## src/rtl/next_pc_unit_if.sv

```systemverilog
// Handshake-free control/flag bundle between decode/ALU and the next-PC stage.
// The master drives control and flags; the slave is the next-PC unit.
interface next_pc_unit_if #(
    parameter int unsigned XLEN  = 32,
    parameter int unsigned CNT_W = 32
);
    logic             stall;
    logic             branch;
    logic             jump;
    logic             jalr;
    logic [2:0]       funct3;
    logic             alu_zero;
    logic             alu_lt;
    logic             alu_ltu;
    logic [XLEN-1:0]  imm;
    logic [XLEN-1:0]  rs1_val;
    logic [XLEN-1:0]  pc;
    logic [XLEN-1:0]  pc_plus4;
    logic [XLEN-1:0]  next_pc;
    logic             redirect;
    logic             halted;
    logic [CNT_W-1:0] branch_cnt;
    logic [CNT_W-1:0] taken_cnt;

    modport master (
        output stall, branch, jump, jalr, funct3,
        output alu_zero, alu_lt, alu_ltu, imm, rs1_val,
        input  pc, pc_plus4, next_pc, redirect, halted,
        input  branch_cnt, taken_cnt
    );

    modport slave (
        input  stall, branch, jump, jalr, funct3,
        input  alu_zero, alu_lt, alu_ltu, imm, rs1_val,
        output pc, pc_plus4, next_pc, redirect, halted,
        output branch_cnt, taken_cnt
    );
endinterface

```

## src/rtl/next_pc_unit.sv

```systemverilog
// PC register with branch/jump redirect, stall hold, misaligned-target halt
// and branch statistics counters.
module next_pc_unit #(
    parameter int unsigned    XLEN     = 32,
    parameter logic [XLEN-1:0] RESET_PC = '0,
    parameter int unsigned    CNT_W    = 32
) (
    input logic           clk,
    input logic           rst,
    next_pc_unit_if.slave bus
);
    typedef enum logic {RUN, HALT} state_t;

    state_t           state, state_nx;
    logic [XLEN-1:0]  pc_q, pc_nx;
    logic [XLEN-1:0]  pc_plus4;
    logic [XLEN-1:0]  jalr_sum;
    logic [XLEN-1:0]  target;
    logic             redirect_q, redirect_nx;
    logic [CNT_W-1:0] bcnt_q, bcnt_nx;
    logic [CNT_W-1:0] tcnt_q, tcnt_nx;
    logic             cond, taken, non_seq, misaligned;

    always_comb begin
        cond = 1'b0;
        case (bus.funct3)
            3'b000:  cond = bus.alu_zero;
            3'b001:  cond = !bus.alu_zero;
            3'b100:  cond = bus.alu_lt;
            3'b101:  cond = !bus.alu_lt;
            3'b110:  cond = bus.alu_ltu;
            3'b111:  cond = !bus.alu_ltu;
            default: cond = 1'b0;
        endcase
    end

    assign taken    = bus.branch & cond;
    assign pc_plus4 = pc_q + XLEN'(4);
    assign jalr_sum = bus.rs1_val + bus.imm;

    always_comb begin
        target = pc_plus4;
        if (bus.jalr)
            target = jalr_sum & {{(XLEN-1){1'b1}}, 1'b0};
        else if (bus.jump || taken)
            target = pc_q + bus.imm;
    end

    assign non_seq    = bus.jalr | bus.jump | taken;
    assign misaligned = non_seq & (target[1:0] != 2'b00);

    // Branch counters still see a branch that a jump overrode.
    always_comb begin
        state_nx    = state;
        pc_nx       = pc_q;
        redirect_nx = 1'b0;
        bcnt_nx     = bcnt_q;
        tcnt_nx     = tcnt_q;
        if (state == RUN && !bus.stall) begin
            if (misaligned) begin
                state_nx = HALT;
            end else begin
                pc_nx       = target;
                redirect_nx = non_seq;
                if (bus.branch)
                    bcnt_nx = bcnt_q + CNT_W'(1);
                if (taken)
                    tcnt_nx = tcnt_q + CNT_W'(1);
            end
        end
    end

    always_ff @(posedge clk) begin
        if (rst) begin
            state      <= RUN;
            pc_q       <= RESET_PC;
            redirect_q <= 1'b0;
            bcnt_q     <= '0;
            tcnt_q     <= '0;
        end else begin
            state      <= state_nx;
            pc_q       <= pc_nx;
            redirect_q <= redirect_nx;
            bcnt_q     <= bcnt_nx;
            tcnt_q     <= tcnt_nx;
        end
    end

    assign bus.pc         = pc_q;
    assign bus.pc_plus4   = pc_plus4;
    assign bus.next_pc    = (state == HALT) ? pc_q : target;
    assign bus.redirect   = redirect_q;
    assign bus.halted     = (state == HALT);
    assign bus.branch_cnt = bcnt_q;
    assign bus.taken_cnt  = tcnt_q;
endmodule
```

## src/flat_wrapper.sv

```systemverilog
// flat-port wrapper written by rule: the top's interface ports become plain ports
module next_pc_unit_flat 
#(
    parameter int unsigned    XLEN     = 32,
    parameter logic [XLEN-1:0] RESET_PC = '0,
    parameter int unsigned    CNT_W    = 32
)
  (clk, rst, bus_stall, bus_branch, bus_jump, bus_jalr, bus_funct3, bus_alu_zero, bus_alu_lt, bus_alu_ltu, bus_imm, bus_rs1_val, bus_pc, bus_pc_plus4, bus_next_pc, bus_redirect, bus_halted, bus_branch_cnt, bus_taken_cnt);
  next_pc_unit_if #(.XLEN(XLEN), .CNT_W(CNT_W)) bus_i ();
  input logic clk;
  input logic rst;
  input wire logic [$bits(bus_i.stall)-1:0] bus_stall;
  input wire logic [$bits(bus_i.branch)-1:0] bus_branch;
  input wire logic [$bits(bus_i.jump)-1:0] bus_jump;
  input wire logic [$bits(bus_i.jalr)-1:0] bus_jalr;
  input wire logic [$bits(bus_i.funct3)-1:0] bus_funct3;
  input wire logic [$bits(bus_i.alu_zero)-1:0] bus_alu_zero;
  input wire logic [$bits(bus_i.alu_lt)-1:0] bus_alu_lt;
  input wire logic [$bits(bus_i.alu_ltu)-1:0] bus_alu_ltu;
  input wire logic [$bits(bus_i.imm)-1:0] bus_imm;
  input wire logic [$bits(bus_i.rs1_val)-1:0] bus_rs1_val;
  output wire logic [$bits(bus_i.pc)-1:0] bus_pc;
  output wire logic [$bits(bus_i.pc_plus4)-1:0] bus_pc_plus4;
  output wire logic [$bits(bus_i.next_pc)-1:0] bus_next_pc;
  output wire logic [$bits(bus_i.redirect)-1:0] bus_redirect;
  output wire logic [$bits(bus_i.halted)-1:0] bus_halted;
  output wire logic [$bits(bus_i.branch_cnt)-1:0] bus_branch_cnt;
  output wire logic [$bits(bus_i.taken_cnt)-1:0] bus_taken_cnt;
  assign bus_i.stall = bus_stall;
  assign bus_i.branch = bus_branch;
  assign bus_i.jump = bus_jump;
  assign bus_i.jalr = bus_jalr;
  assign bus_i.funct3 = bus_funct3;
  assign bus_i.alu_zero = bus_alu_zero;
  assign bus_i.alu_lt = bus_alu_lt;
  assign bus_i.alu_ltu = bus_alu_ltu;
  assign bus_i.imm = bus_imm;
  assign bus_i.rs1_val = bus_rs1_val;
  assign bus_pc = bus_i.pc;
  assign bus_pc_plus4 = bus_i.pc_plus4;
  assign bus_next_pc = bus_i.next_pc;
  assign bus_redirect = bus_i.redirect;
  assign bus_halted = bus_i.halted;
  assign bus_branch_cnt = bus_i.branch_cnt;
  assign bus_taken_cnt = bus_i.taken_cnt;
  next_pc_unit #(.XLEN(XLEN), .RESET_PC(RESET_PC), .CNT_W(CNT_W)) u_core (.clk(clk), .rst(rst), .bus(bus_i));
endmodule
```

## config.mk

```make
export PLATFORM = sky130hd
export DESIGN_NAME = next_pc_unit_flat
export DESIGN_NICKNAME = d
export VERILOG_FILES = /design/src/rtl/next_pc_unit_if.sv /design/src/rtl/next_pc_unit.sv /design/src/flat_wrapper.sv
export SDC_FILE = /design/constraint.sdc
export NUM_CORES = 1
export LEC_CHECK = 0
export CORE_MARGIN = 8
export CORE_UTILIZATION = 58
export DETAILED_ROUTE_END_ITERATION = 8
export DONT_BUFFER_PORTS = 1
export GPL_ROUTABILITY_DRIVEN = 0
export HOLD_SLACK_MARGIN = 0.1
export PLACE_DENSITY = 0.74
export SETUP_SLACK_MARGIN = 0.5
export SLEW_MARGIN = 5
export SYNTH_ARGS = -nofsm -noshare
export SYNTH_HDL_FRONTEND = slang
export SYNTH_SLANG_ARGS = --single-unit
```

## constraint.sdc

```tcl
create_clock -name clk -period 8.9 [get_ports clk]
set_clock_uncertainty 0.05 [all_clocks]
set_input_delay 1.78 -clock clk [delete_from_list [all_inputs] [get_ports clk]]
set_output_delay 1.78 -clock clk [all_outputs]
set_load 0.01 [all_outputs]
```

==> Word level (Yosys, flattened, before mapping) <==
Cells that the tools add are included.
{ "totals": {"regBits": 98, "in_bits": 76, "out_inout_bits": 162} }
{ "op_classes": {"add_sub_neg": 5, "n_eq_ne": 5, "n_mux": 4, "bitwise_logic": 7, "n_reduce_logical": 13} }
{ "ops": {"columns": ["operator", "n"], "rows": [
  ["32-bit two-way mux", 3],
  ["32-bit by 1-bit adder with 32-bit output, second input constant", 2],
  ["32-bit adder", 2],
  ["32-bit by 3-bit adder with 32-bit output, second input constant", 1],
  ["3-bit equality test, second input constant", 4],
  ["1-bit one-hot mux with 6 select lines", 1],
  ["3-bit AND reduction", 2],
  ["1-bit logical NOT", 4],
  ["2-bit AND reduction", 2],
  ["3-bit by 1-bit equality test with 1-bit output, second input constant", 1],
  ["3-bit logical NOT", 1],
  ["1-bit inverter", 3],
  ["3-bit OR reduction", 1],
  ["1-bit AND", 2],
  ["1-bit bitwise OR", 2],
  ["2-bit nonzero test", 1],
  ["1-bit logical AND", 1],
  ["1-bit logical OR", 1]
]} }

==> Longest topological paths before layout <==
Gate-level depths: netlist of run 1.
{ "logic_depth": {"word_depth": 10, "ltp_mapped": 12} }

==> Worst setup path before layout of run 1 <==
No wires, ideal clock.
{ "synth_timing": {"path_kind": "input -> output", "startpoint": "input bus_imm[0]", "endpoint": "output bus_next_pc[30]", "arrival_ns": 4.075, "required_time_ns": 7.070, "setup_slack_ns": 2.995, "stages": 10, "path_buffers": 0, "cell_sequence": "and2_1 fa_1 a21oi_1 o211ai_1 a211oi_4 nor3_2 or4_1 nand3_1 a22oi_1 mux2_2"} }
{ "synth_between": {"elab_chain_cells": 4, "elab_cells_between_ends": 5, "cone_classes": "add/sub (2); mux (3)"} }
{ "synth_rtl": {"columns": ["element", "line_no", "rtl"], "rows": [
  ["from (decl)", "flat_wrapper.sv:20", "input wire logic [$bits(bus_i.imm)-1:0] bus_imm;"],
  ["32-bit adder", "next_pc_unit.sv:46", "target = pc_q + bus.imm;"],
  ["32-bit two-way mux", "next_pc_unit.sv:45", "else if (bus.jump || taken)"],
  ["32-bit two-way mux *", "next_pc_unit.sv:43", "if (bus.jalr)"],
  ["32-bit two-way mux *", "next_pc_unit.sv:91", "assign bus.next_pc = (state == HALT) ? pc_q : target;"],
  ["to (decl)", "flat_wrapper.sv:24", "output wire logic [$bits(bus_i.next_pc)-1:0] bus_next_pc;"]
]} }
Every way passes the cells marked *; elsewhere a longest branch is shown, timed or not.

==> Final worst setup path of run 1 <==
{ "layout_timing": {"startpoint": "input bus_rs1_val[2]", "endpoint": "output bus_next_pc[25]"} }
{ "layout_between": {"elab_chain_cells": 3} }
{ "layout_rtl": {"columns": ["element", "line_no", "rtl"], "rows": [
  ["from (decl)", "flat_wrapper.sv:21", "input wire logic [$bits(bus_i.rs1_val)-1:0] bus_rs1_val;"],
  ["32-bit adder", "next_pc_unit.sv:39", "assign jalr_sum = bus.rs1_val + bus.imm;"],
  ["32-bit two-way mux", "next_pc_unit.sv:43", null],
  ["32-bit two-way mux", "next_pc_unit.sv:91", null]
]} }
Every way passes these cells.

==> impl_results.html, run 1 <==
<table>
<tr><th>Metric</th><th>Value</th></tr>
<tr><th colspan="2">Setup path</th></tr>
<tr><td>WS Path Type</td><td>in -&gt; out</td></tr>
<tr><td>Worst reg2reg path startpoint</td><td>u_core.bus.pc[12]</td></tr>
<tr><td>Worst setup EP type</td><td>output port</td></tr>
<tr><td>Buf+Inv Stages, Crit Path</td><td>0</td></tr>
<tr><td>Critical register-to-register path endpoint</td><td>u_core.bus.pc[21]</td></tr>
<tr><td>Setup slack of the most critical reg-to-reg path</td><td>5.68 ns</td></tr>
<tr><td>Critical Path Most Common Cell</td><td>a2111oi_0</td></tr>
<tr><td>Endpoint required time on the critical path</td><td>7.07 ns</td></tr>
<tr><td>Cell family contributing the most delay on the critical path</td><td>compound AO/OA/AOI/OAI gates</td></tr>
<tr><td>Depth of the most critical reg-to-reg path</td><td>8</td></tr>
<tr><td>CP peak stage delay</td><td>0.85 ns</td></tr>
<tr><td>Capture point of the worst path</td><td>bus_next_pc[25]</td></tr>
<tr><td>Critical Path Fanout Max</td><td>6</td></tr>
<tr><td>Startpoint type of the worst setup path</td><td>input port</td></tr>
<tr><td>First element of the critical path</td><td>bus_rs1_val[2]</td></tr>
<tr><td>Master of the slowest instance on the critical path</td><td>a2111oi_0</td></tr>
<tr><td>Arr. time, crit path</td><td>4.82 ns</td></tr>
<tr><td>Critical path cell sequence</td><td>ha_1 -&gt; nand4_1 -&gt; a2111oi_4 -&gt; o21bai_2 -&gt; o21ai_2 -&gt; a2111oi_0 -&gt; a2111oi_0 -&gt; a221oi_1 -&gt; mux2i_1</td></tr>
<tr><td>Number of cells on the critical path</td><td>9</td></tr>
<tr><th colspan="2">Layout</th></tr>
<tr><td>Proportion of layout cells with a drive suffix above 1</td><td>0.0579</td></tr>
<tr><td># diodes</td><td>0</td></tr>
<tr><td>Final nets</td><td>1346</td></tr>
<tr><td>Synth-to-layout area growth</td><td>2.84%</td></tr>
<tr><th colspan="2">STA</th></tr>
<tr><td>RSZ-0062 raised after global routing</td><td>no</td></tr>
<tr><td>Slew at the pin with the worst max-slew slack</td><td>0.964 ns</td></tr>
<tr><td>Tightest slew margin relative to the limit</td><td>0.341</td></tr>
<tr><td>Final cycle utilization of the critical path</td><td>0.747</td></tr>
<tr><td>Top achievable clock speed</td><td>0.150 GHz</td></tr>
<tr><td>Slack of the critical path</td><td>2.25 ns</td></tr>
<tr><td>Final-layout setup total negative slack</td><td>0 ns</td></tr>
<tr><td>Number of max-slew violations in the final report</td><td>0</td></tr>
<tr><td>Count of endpoints failing hold in the final timing report</td><td>0</td></tr>
<tr><td>Count of final setup violators</td><td>0</td></tr>
<tr><td>Post-layout min period</td><td>6.65 ns</td></tr>
<tr><th colspan="2">Global routing</th></tr>
<tr><td>First-pass GRT wire length</td><td>47700 um</td></tr>
<tr><td>Met3 usage</td><td>0.0972</td></tr>
<tr><td>GR Util met2</td><td>0.446</td></tr>
<tr><td>Maximum number of pins on one net before global-route repair</td><td>103</td></tr>
<tr><td>Initial antenna violation count</td><td>0</td></tr>
<tr><td>Overflow left after global routing</td><td>0</td></tr>
<tr><td>Total routing resource utilization after global routing</td><td>0.290</td></tr>
<tr><td>Via count of the first global-routing pass</td><td>8627</td></tr>
<tr><td>Met1 Usage GRT</td><td>0.367</td></tr>
<tr><td>Layer with the highest usage after global routing</td><td>met2</td></tr>
<tr><th colspan="2">Die</th></tr>
<tr><td>Number of primary I/O pins</td><td>238</td></tr>
<tr><td>Die Ht</td><td>144 um</td></tr>
<tr><td>Core region area</td><td>15900 um^2</td></tr>
<tr><td>Die outline width</td><td>144 um</td></tr>
<tr><td>Total Die Area</td><td>20700 um^2</td></tr>
<tr><td>Initial Utilization</td><td>0.595</td></tr>
<tr><td>Floorplan row count</td><td>46</td></tr>
<tr><th colspan="2">CTS</th></tr>
<tr><td>Number of setup buffers added after CTS</td><td>0</td></tr>
<tr><td>Clock-pin transition on the worst setup and hold timing paths</td><td>0.07 ns</td></tr>
<tr><td>Clock root buffer</td><td>clkbuf_16</td></tr>
<tr><td>Clock insertion delay at the later pin of the skew report</td><td>0.35 ns</td></tr>
<tr><td>Number of buffers on the longest clock path</td><td>2</td></tr>
<tr><td>Number of buffers added by the clock tree synthesis step</td><td>9</td></tr>
<tr><td>H-tree level count</td><td>3</td></tr>
<tr><td>TritonCTS clock tree</td><td>yes</td></tr>
<tr><td>Number of clock sinks seen by CTS</td><td>98</td></tr>
<tr><td>Number of gates resized after CTS</td><td>0</td></tr>
<tr><td>Post-cts hold buffer count</td><td>0</td></tr>
<tr><th colspan="2">Logic synthesis</th></tr>
<tr><td>Top-count cell post-synth</td><td>nor2_1</td></tr>
<tr><td>Mapped Cells</td><td>1261</td></tr>
<tr><td>Netlist Area Pre-Place</td><td>9490 um^2</td></tr>
<tr><td>Area share of the leading cell type in the synthesized netlist</td><td>0.207</td></tr>
<tr><td>Most numerous cell types in the synthesized netlist</td><td>nor2_1 (138), nand2_1 (109), a21oi_1 (103)</td></tr>
<tr><td>EDFF count, synth</td><td>0</td></tr>
<tr><td>Predominant post-synthesis flop cell</td><td>dfxtp_1</td></tr>
<tr><td>Synthesized area divided by synthesized cell count</td><td>7.52 um^2</td></tr>
<tr><td>Async set-reset flop share out of synthesis</td><td>0</td></tr>
<tr><td>Number of distinct library cells after synthesis</td><td>94</td></tr>
<tr><td>Synthesis Warnings</td><td>0</td></tr>
<tr><td>Proportion of synthesized chip area in sequential cells</td><td>0.207</td></tr>
<tr><td>Dominant cells by area after synthesis</td><td>dfxtp_1 (21%), ha_1 (8.4%), xor2_1 (5.9%), nor2_1 (5.5%), xnor2_1 (5.4%)</td></tr>
<tr><td>Syn Nets</td><td>1403</td></tr>
<tr><td>Flip-flop and latch count after synthesis</td><td>98</td></tr>
<tr><td>Largest area contributor in the netlist</td><td>dfxtp_1</td></tr>
<tr><th colspan="2">Place</th></tr>
<tr><td>Worst Setup Slack post-DPL</td><td>2.49 ns</td></tr>
<tr><td>Placed wire-length estimate after detailed placement</td><td>23600 um</td></tr>
<tr><td>IO Port Bufs</td><td>0</td></tr>
<tr><th colspan="2">Hold path</th></tr>
<tr><td>Kind of path behind the tightest hold check</td><td>reg -&gt; reg</td></tr>
<tr><th colspan="2">Power</th></tr>
<tr><td>Leakage component of the power</td><td>3.78 nW</td></tr>
<tr><td>Total power draw</td><td>1.44 mW</td></tr>
<tr><td>Maximum ir drop on the vdd rail</td><td>0.115 mV</td></tr>
<tr><td>Power density relative to cell area</td><td>148 nW/um^2</td></tr>
<tr><th colspan="2">Detailed routing</th></tr>
<tr><td>1st-iter DRT viols</td><td>890</td></tr>
<tr><td>Per-cell via count in the routed design</td><td>6.54</td></tr>
<tr><td>Antenna violation net count after detailed routing</td><td>0</td></tr>
<tr><td>Via count</td><td>9322</td></tr>
<tr><td>Routed WL</td><td>30800 um</td></tr>
<tr><td>Iteration count of the initial detailed-routing pass</td><td>5</td></tr>
<tr><td># DRC</td><td>0</td></tr>
<tr><td>Routed length per placed instance</td><td>21.6 um</td></tr>
<tr><th colspan="2">Job</th></tr>
<tr><td>Number of maximum-capacitance constraint violations</td><td>0</td></tr>
<tr><th colspan="2">Run status</th></tr>
<tr><td>Outcome</td><td>finished clean</td></tr>
</table>
-- cell families (layout without fill, tap and decap cells) --
| kind of cell | after synthesis | after routing | share of synthesized area |
|---|---|---|---|
| AND/OR/NAND/NOR | 493 | 493 | 0.267 |
| multiplexers | 15 | 15 | 0.0162 |
| flip-flops | 98 | 98 | 0.207 |
| XOR/XNOR | 123 | 123 | 0.114 |
| adder cells (fa/ha/maj) | 66 | 66 | 0.0886 |
| buffers and inverters | 106 | 54 | 0.0527 |
| AO/OA/AOI/OAI | 360 | 360 | 0.255 |
-- worst reg2reg max path, cell delays in order, from the launching register on --
cell and delay, ns:
dfxtp_1 0.65, and4_1 0.45, nor4b_2 0.76, nand3_1 0.19, xnor2_1 0.51, nor2_1 0.10
nor2_1 0.09, o21ai_0 0.11, a211oi_1 0.22
-- report_power, final --
| group | internal [mW] | switching, mW | total (mW) |
|---|---|---|---|
| Combinational | 0.184 | 0.328 | 0.512 |
| Clock | 0.233 | 0.196 | 0.429 |
| Sequential | 0.453 | 0.0476 | 0.501 |
| Total | 0.870 | 0.572 | 1.44 |
-- layer usage --
layer,wire length [um],share of wire
met1,12300,0.40
met2,13500,0.44
met3,3930,0.13
met4,1110,0.036
met5,0,0
-- registers in the layout, summed over array words and instances, names as in the netlist --
| register | flops |
|---|---|
| u_core.bus.branch_cnt | 32 |
| u_core.bus.pc | 32 |
| u_core.bus.taken_cnt | 32 |
| u_core.bus.redirect | 1 |
| u_core.bus.halted | 1 |
-- cells in the final DEF, fill, tap and decap left out, types with 5 or more instances in the layout --
cell type and count:
and4_1 9, o211ai_1 13, o21ai_1 8, o31ai_1 10, ha_1 64, inv_1 30
nand2b_1 6, a21oi_1 103, a221oi_1 5, xor2_1 64, a211o_1 5, nand2_1 109
nor2_1 138, nand3b_1 11, and3_1 22, nand4_1 39, o21a_1 13, nor3_1 29
nor3b_1 5, a21o_1 25, dfxtp_1 97, nor4_1 6, mux2i_1 12, buf_4 7
and2_1 9, a31oi_1 9, nand3_1 55, or3_1 18, xnor2_1 59, o21bai_1 10
o21ai_0 73, nor2b_1 10, clkbuf_16 9, a211oi_1 21
-- per-stage QoR --
step	utilization	hold slack, ns	area [um^2]	std cells
floorplan	-	0.452	9490	1261
global placement	0.592	0.477	9430	1409
detailed placement	0.592	0.487	9430	1409
CTS	0.612	0.497	9760	1425
global route	0.612	0.516	9760	1425
finish	0.612	0.500	9760	1425
-- area by class of cell --
cell class	count	area [um^2]
sequential	98	1960
tap	216	270
fill	1523	6190
timing repair buffer	7	52.6
clock inverter	6	83.8
multi-input combinational	1057	7030
clock buffer	10	239
inverter	31	116
-- worst min-delay path by stage --
stage                        startpoint                       end  slack, ns  cells after the start
4_1_cts        u_core.bus.taken_cnt[31]  u_core.bus.taken_cnt[31]       0.50                      2
3_3_place_gp   u_core.bus.taken_cnt[31]  u_core.bus.taken_cnt[31]       0.48                      2
5_1_grt        u_core.bus.taken_cnt[31]  u_core.bus.taken_cnt[31]       0.52                      2
6_report       u_core.bus.taken_cnt[31]  u_core.bus.taken_cnt[31]       0.50                      2
2_1_floorplan  u_core.bus.taken_cnt[31]  u_core.bus.taken_cnt[31]       0.45                      2
3_5_place_dp   u_core.bus.taken_cnt[31]  u_core.bus.taken_cnt[31]       0.49                      2
Note: power is estimated with default switching activity, not from simulation.
==> inputs of run 2 (changes only) <==
Settings changed: PLACE_DENSITY 0.74 to 0.76.
Clock period 8.9 ns to 6.07 ns, I/O delays scaled along.
==> run 2 against run 1 <==
Total power is 47% higher. Largest cell class unchanged. Via count is 2.4% higher. Critical path type unchanged. Worst setup slack worse by 1.6 ns. Critical path depth stayed put. Routed wire length is 0.45% lower. Global-route usage is 0.35 points lower. Clock power is 46% higher. Die area stayed put. Count of clock-buffer cells in the layout is 1 lower. Non-clock buffer count is 2 higher. Largest power group unchanged. Combinational power is 48% higher.
==> impl_results.html, run 2 (synthesis gave the netlist of run 1 again) <==
<table>
<tr><th>Metric</th><th>Value</th></tr>
<tr><th colspan="2">Run status</th></tr>
<tr><td>Outcome</td><td>finished clean</td></tr>
<tr><th colspan="2">Layout</th></tr>
<tr><td>Proportion of layout cells with a drive suffix above 1</td><td>0.0595</td></tr>
<tr><td>Synth-to-layout area growth</td><td>2.97%</td></tr>
<tr><td>Final nets</td><td>1348</td></tr>
<tr><td>Most common library cell in the layout ignoring fill and taps</td><td>nor2_1</td></tr>
<tr><td>Fillers</td><td>1485</td></tr>
<tr><td>Commonest cells after routing, fill and taps aside</td><td>nor2_1 (138), nand2_1 (109), a21oi_1 (103)</td></tr>
<tr><td># diodes</td><td>0</td></tr>
<tr><td>Core occupancy in the finished layout</td><td>0.613</td></tr>
<tr><td>Cell area after layout</td><td>9770 um^2</td></tr>
<tr><td>Number of standard cells in the final layout excluding fillers</td><td>1427</td></tr>
<tr><th colspan="2">Die</th></tr>
<tr><td>Number of primary I/O pins</td><td>238</td></tr>
<tr><td>Die outline width</td><td>144 um</td></tr>
<tr><td>Core region area</td><td>15900 um^2</td></tr>
<tr><td>Floorplan row count</td><td>46</td></tr>
<tr><td>Die Ht</td><td>144 um</td></tr>
<tr><td>Initial Utilization</td><td>0.595</td></tr>
<tr><td>Total Die Area</td><td>20700 um^2</td></tr>
<tr><th colspan="2">Setup path</th></tr>
<tr><td>Critical Path Fanout Max</td><td>6</td></tr>
<tr><td>WS Path Type</td><td>in -&gt; out</td></tr>
<tr><td>Critical path cell sequence</td><td>ha_1 -&gt; nand4_1 -&gt; a2111oi_4 -&gt; o21bai_2 -&gt; o21ai_2 -&gt; a2111oi_0 -&gt; a2111oi_0 -&gt; a221oi_1 -&gt; mux2i_1</td></tr>
<tr><td>Worst setup EP type</td><td>output port</td></tr>
<tr><td>Endpoint required time on the critical path</td><td>4.81 ns</td></tr>
<tr><td>Depth of the most critical reg-to-reg path</td><td>9</td></tr>
<tr><td>Master of the slowest instance on the critical path</td><td>a2111oi_0</td></tr>
<tr><td>CP peak stage delay</td><td>0.72 ns</td></tr>
<tr><td>Capture point of the worst path</td><td>bus_next_pc[25]</td></tr>
<tr><td>Startpoint type of the worst setup path</td><td>input port</td></tr>
<tr><td>Critical Path Most Common Cell</td><td>a2111oi_0</td></tr>
<tr><td>First element of the critical path</td><td>bus_rs1_val[2]</td></tr>
<tr><td>Arr. time, crit path</td><td>4.19 ns</td></tr>
<tr><td>Setup slack of the most critical reg-to-reg path</td><td>2.74 ns</td></tr>
<tr><td>Worst reg2reg path startpoint</td><td>u_core.bus.pc[0]</td></tr>
<tr><td>Critical register-to-register path endpoint</td><td>u_core.bus.taken_cnt[28]</td></tr>
<tr><th colspan="2">CTS</th></tr>
<tr><td>Number of buffers on the longest clock path</td><td>2</td></tr>
<tr><td>H-tree level count</td><td>3</td></tr>
<tr><td>Number of gates resized after CTS</td><td>0</td></tr>
<tr><td>Clock-pin transition on the worst setup and hold timing paths</td><td>0.07 ns</td></tr>
<tr><td>Clock root buffer</td><td>clkbuf_16</td></tr>
<tr><td>TritonCTS clock tree</td><td>yes</td></tr>
<tr><td>Number of buffers added by the clock tree synthesis step</td><td>9</td></tr>
<tr><td>Clock insertion delay at the later pin of the skew report</td><td>0.36 ns</td></tr>
<tr><td>Number of clock sinks seen by CTS</td><td>98</td></tr>
<tr><td>Post-cts hold buffer count</td><td>0</td></tr>
<tr><td>Number of setup buffers added after CTS</td><td>0</td></tr>
<tr><th colspan="2">Detailed routing</th></tr>
<tr><td>Routed WL</td><td>30700 um</td></tr>
<tr><td>Iteration count of the initial detailed-routing pass</td><td>5</td></tr>
<tr><td>Per-cell via count in the routed design</td><td>6.69</td></tr>
<tr><td>Via count</td><td>9546</td></tr>
<tr><td>1st-iter DRT viols</td><td>986</td></tr>
<tr><td># DRC</td><td>0</td></tr>
<tr><td>Routed length per placed instance</td><td>21.5 um</td></tr>
<tr><td>Antenna violation net count after detailed routing</td><td>0</td></tr>
<tr><th colspan="2">Power</th></tr>
<tr><td>Maximum ir drop on the vdd rail</td><td>0.182 mV</td></tr>
<tr><td>Leakage component of the power</td><td>3.79 nW</td></tr>
<tr><td>Total power draw</td><td>2.12 mW</td></tr>
<tr><td>Power density relative to cell area</td><td>217 nW/um^2</td></tr>
<tr><th colspan="2">Global routing</th></tr>
<tr><td>Overflow left after global routing</td><td>0</td></tr>
<tr><td>Initial antenna violation count</td><td>0</td></tr>
<tr><td>Layer with the highest usage after global routing</td><td>met2</td></tr>
<tr><td>GR Util met2</td><td>0.437</td></tr>
<tr><td>Via count of the first global-routing pass</td><td>8687</td></tr>
<tr><td>Maximum number of pins on one net before global-route repair</td><td>103</td></tr>
<tr><td>Total routing resource utilization after global routing</td><td>0.287</td></tr>
<tr><td>First-pass GRT wire length</td><td>47100 um</td></tr>
<tr><td>Met3 usage</td><td>0.0959</td></tr>
<tr><td>Met1 Usage GRT</td><td>0.365</td></tr>
<tr><th colspan="2">Place</th></tr>
<tr><td>Placed wire-length estimate after detailed placement</td><td>23700 um</td></tr>
<tr><td>Number of placed instances with taps included</td><td>1411</td></tr>
<tr><td>Worst Setup Slack post-DPL</td><td>0.766 ns</td></tr>
<tr><td>Instance area at placement</td><td>9450 um^2</td></tr>
<tr><td>IO Port Bufs</td><td>0</td></tr>
<tr><th colspan="2">STA</th></tr>
<tr><td>RSZ-0062 raised after global routing</td><td>no</td></tr>
<tr><td>Number of max-slew violations in the final report</td><td>0</td></tr>
<tr><td>Top achievable clock speed</td><td>0.183 GHz</td></tr>
<tr><td>Final-layout setup total negative slack</td><td>0 ns</td></tr>
<tr><td>Slack of the critical path</td><td>0.616 ns</td></tr>
<tr><td>Post-layout min period</td><td>5.45 ns</td></tr>
<tr><td>Final cycle utilization of the critical path</td><td>0.899</td></tr>
<tr><td>Count of final setup violators</td><td>0</td></tr>
<tr><td>Final hold slack</td><td>0.506 ns</td></tr>
<tr><td>Slew at the pin with the worst max-slew slack</td><td>0.804 ns</td></tr>
<tr><td>Tightest slew margin relative to the limit</td><td>0.450</td></tr>
<tr><td>Count of endpoints failing hold in the final timing report</td><td>0</td></tr>
<tr><th colspan="2">Job</th></tr>
<tr><td>Number of maximum-capacitance constraint violations</td><td>0</td></tr>
<tr><th colspan="2">Hold path</th></tr>
<tr><td>Kind of path behind the tightest hold check</td><td>reg -&gt; reg</td></tr>
</table>
-- run 2: changes by cell type in the layout (fill, tap and decap cells not counted) --
| cell | change |
|---|---|
| buf_4 | +2 |
| clkbuf_8 | -1 |
| inv_8 | +1 |
-- run 2: layout make-up --
type	instances	area [um^2]	share of cell area
Clock inverter	7	95.1	0.00973
Tap cell	216	270	0.0277
Clock buffer	9	225	0.0231
Sequential cell	98	1960	0.201
Inverter	31	116	0.0119
Multi-Input combinational cell	1057	7030	0.720
Timing Repair Buffer	9	67.6	0.00692
-- run 2: worst min-delay path by stage --
stage	slack (ns)	start	end	cells after the start
2_1_floorplan	0.45	u_core.bus.taken_cnt[31]	u_core.bus.taken_cnt[31]	2
3_3_place_gp	0.47	u_core.bus.taken_cnt[31]	u_core.bus.taken_cnt[31]	2
3_5_place_dp	0.48	u_core.bus.halted	u_core.bus.halted	2
4_1_cts	0.50	u_core.bus.halted	u_core.bus.halted	2
5_1_grt	0.52	u_core.bus.halted	u_core.bus.halted	2
6_report	0.51	u_core.bus.halted	u_core.bus.halted	2
-- run 2: routing by layer --
layer | up-vias | wire length (um)
met1 | 4449 | 12300
met3 | 59 | 4140
met5 | - | 0
met4 | 0 | 1060
met2 | 533 | 13200
li1 | 4505 | -
-- run 2: worst max-delay path: cells and delay by family --
| kind | cells | cell delay (ns) |
|---|---|---|
| simple gates | 1 | 0.26 |
| compound gates | 6 | 2.04 |
| mux | 1 | 0.34 |
| fa+ha+maj | 1 | 0.33 |
-- run 2: where the power goes --
group / internal [mW] / switching [mW] / total, mW
clock network: 0.333 / 0.295 / 0.628
logic: 0.272 / 0.487 / 0.758
registers: 0.664 / 0.0659 / 0.730
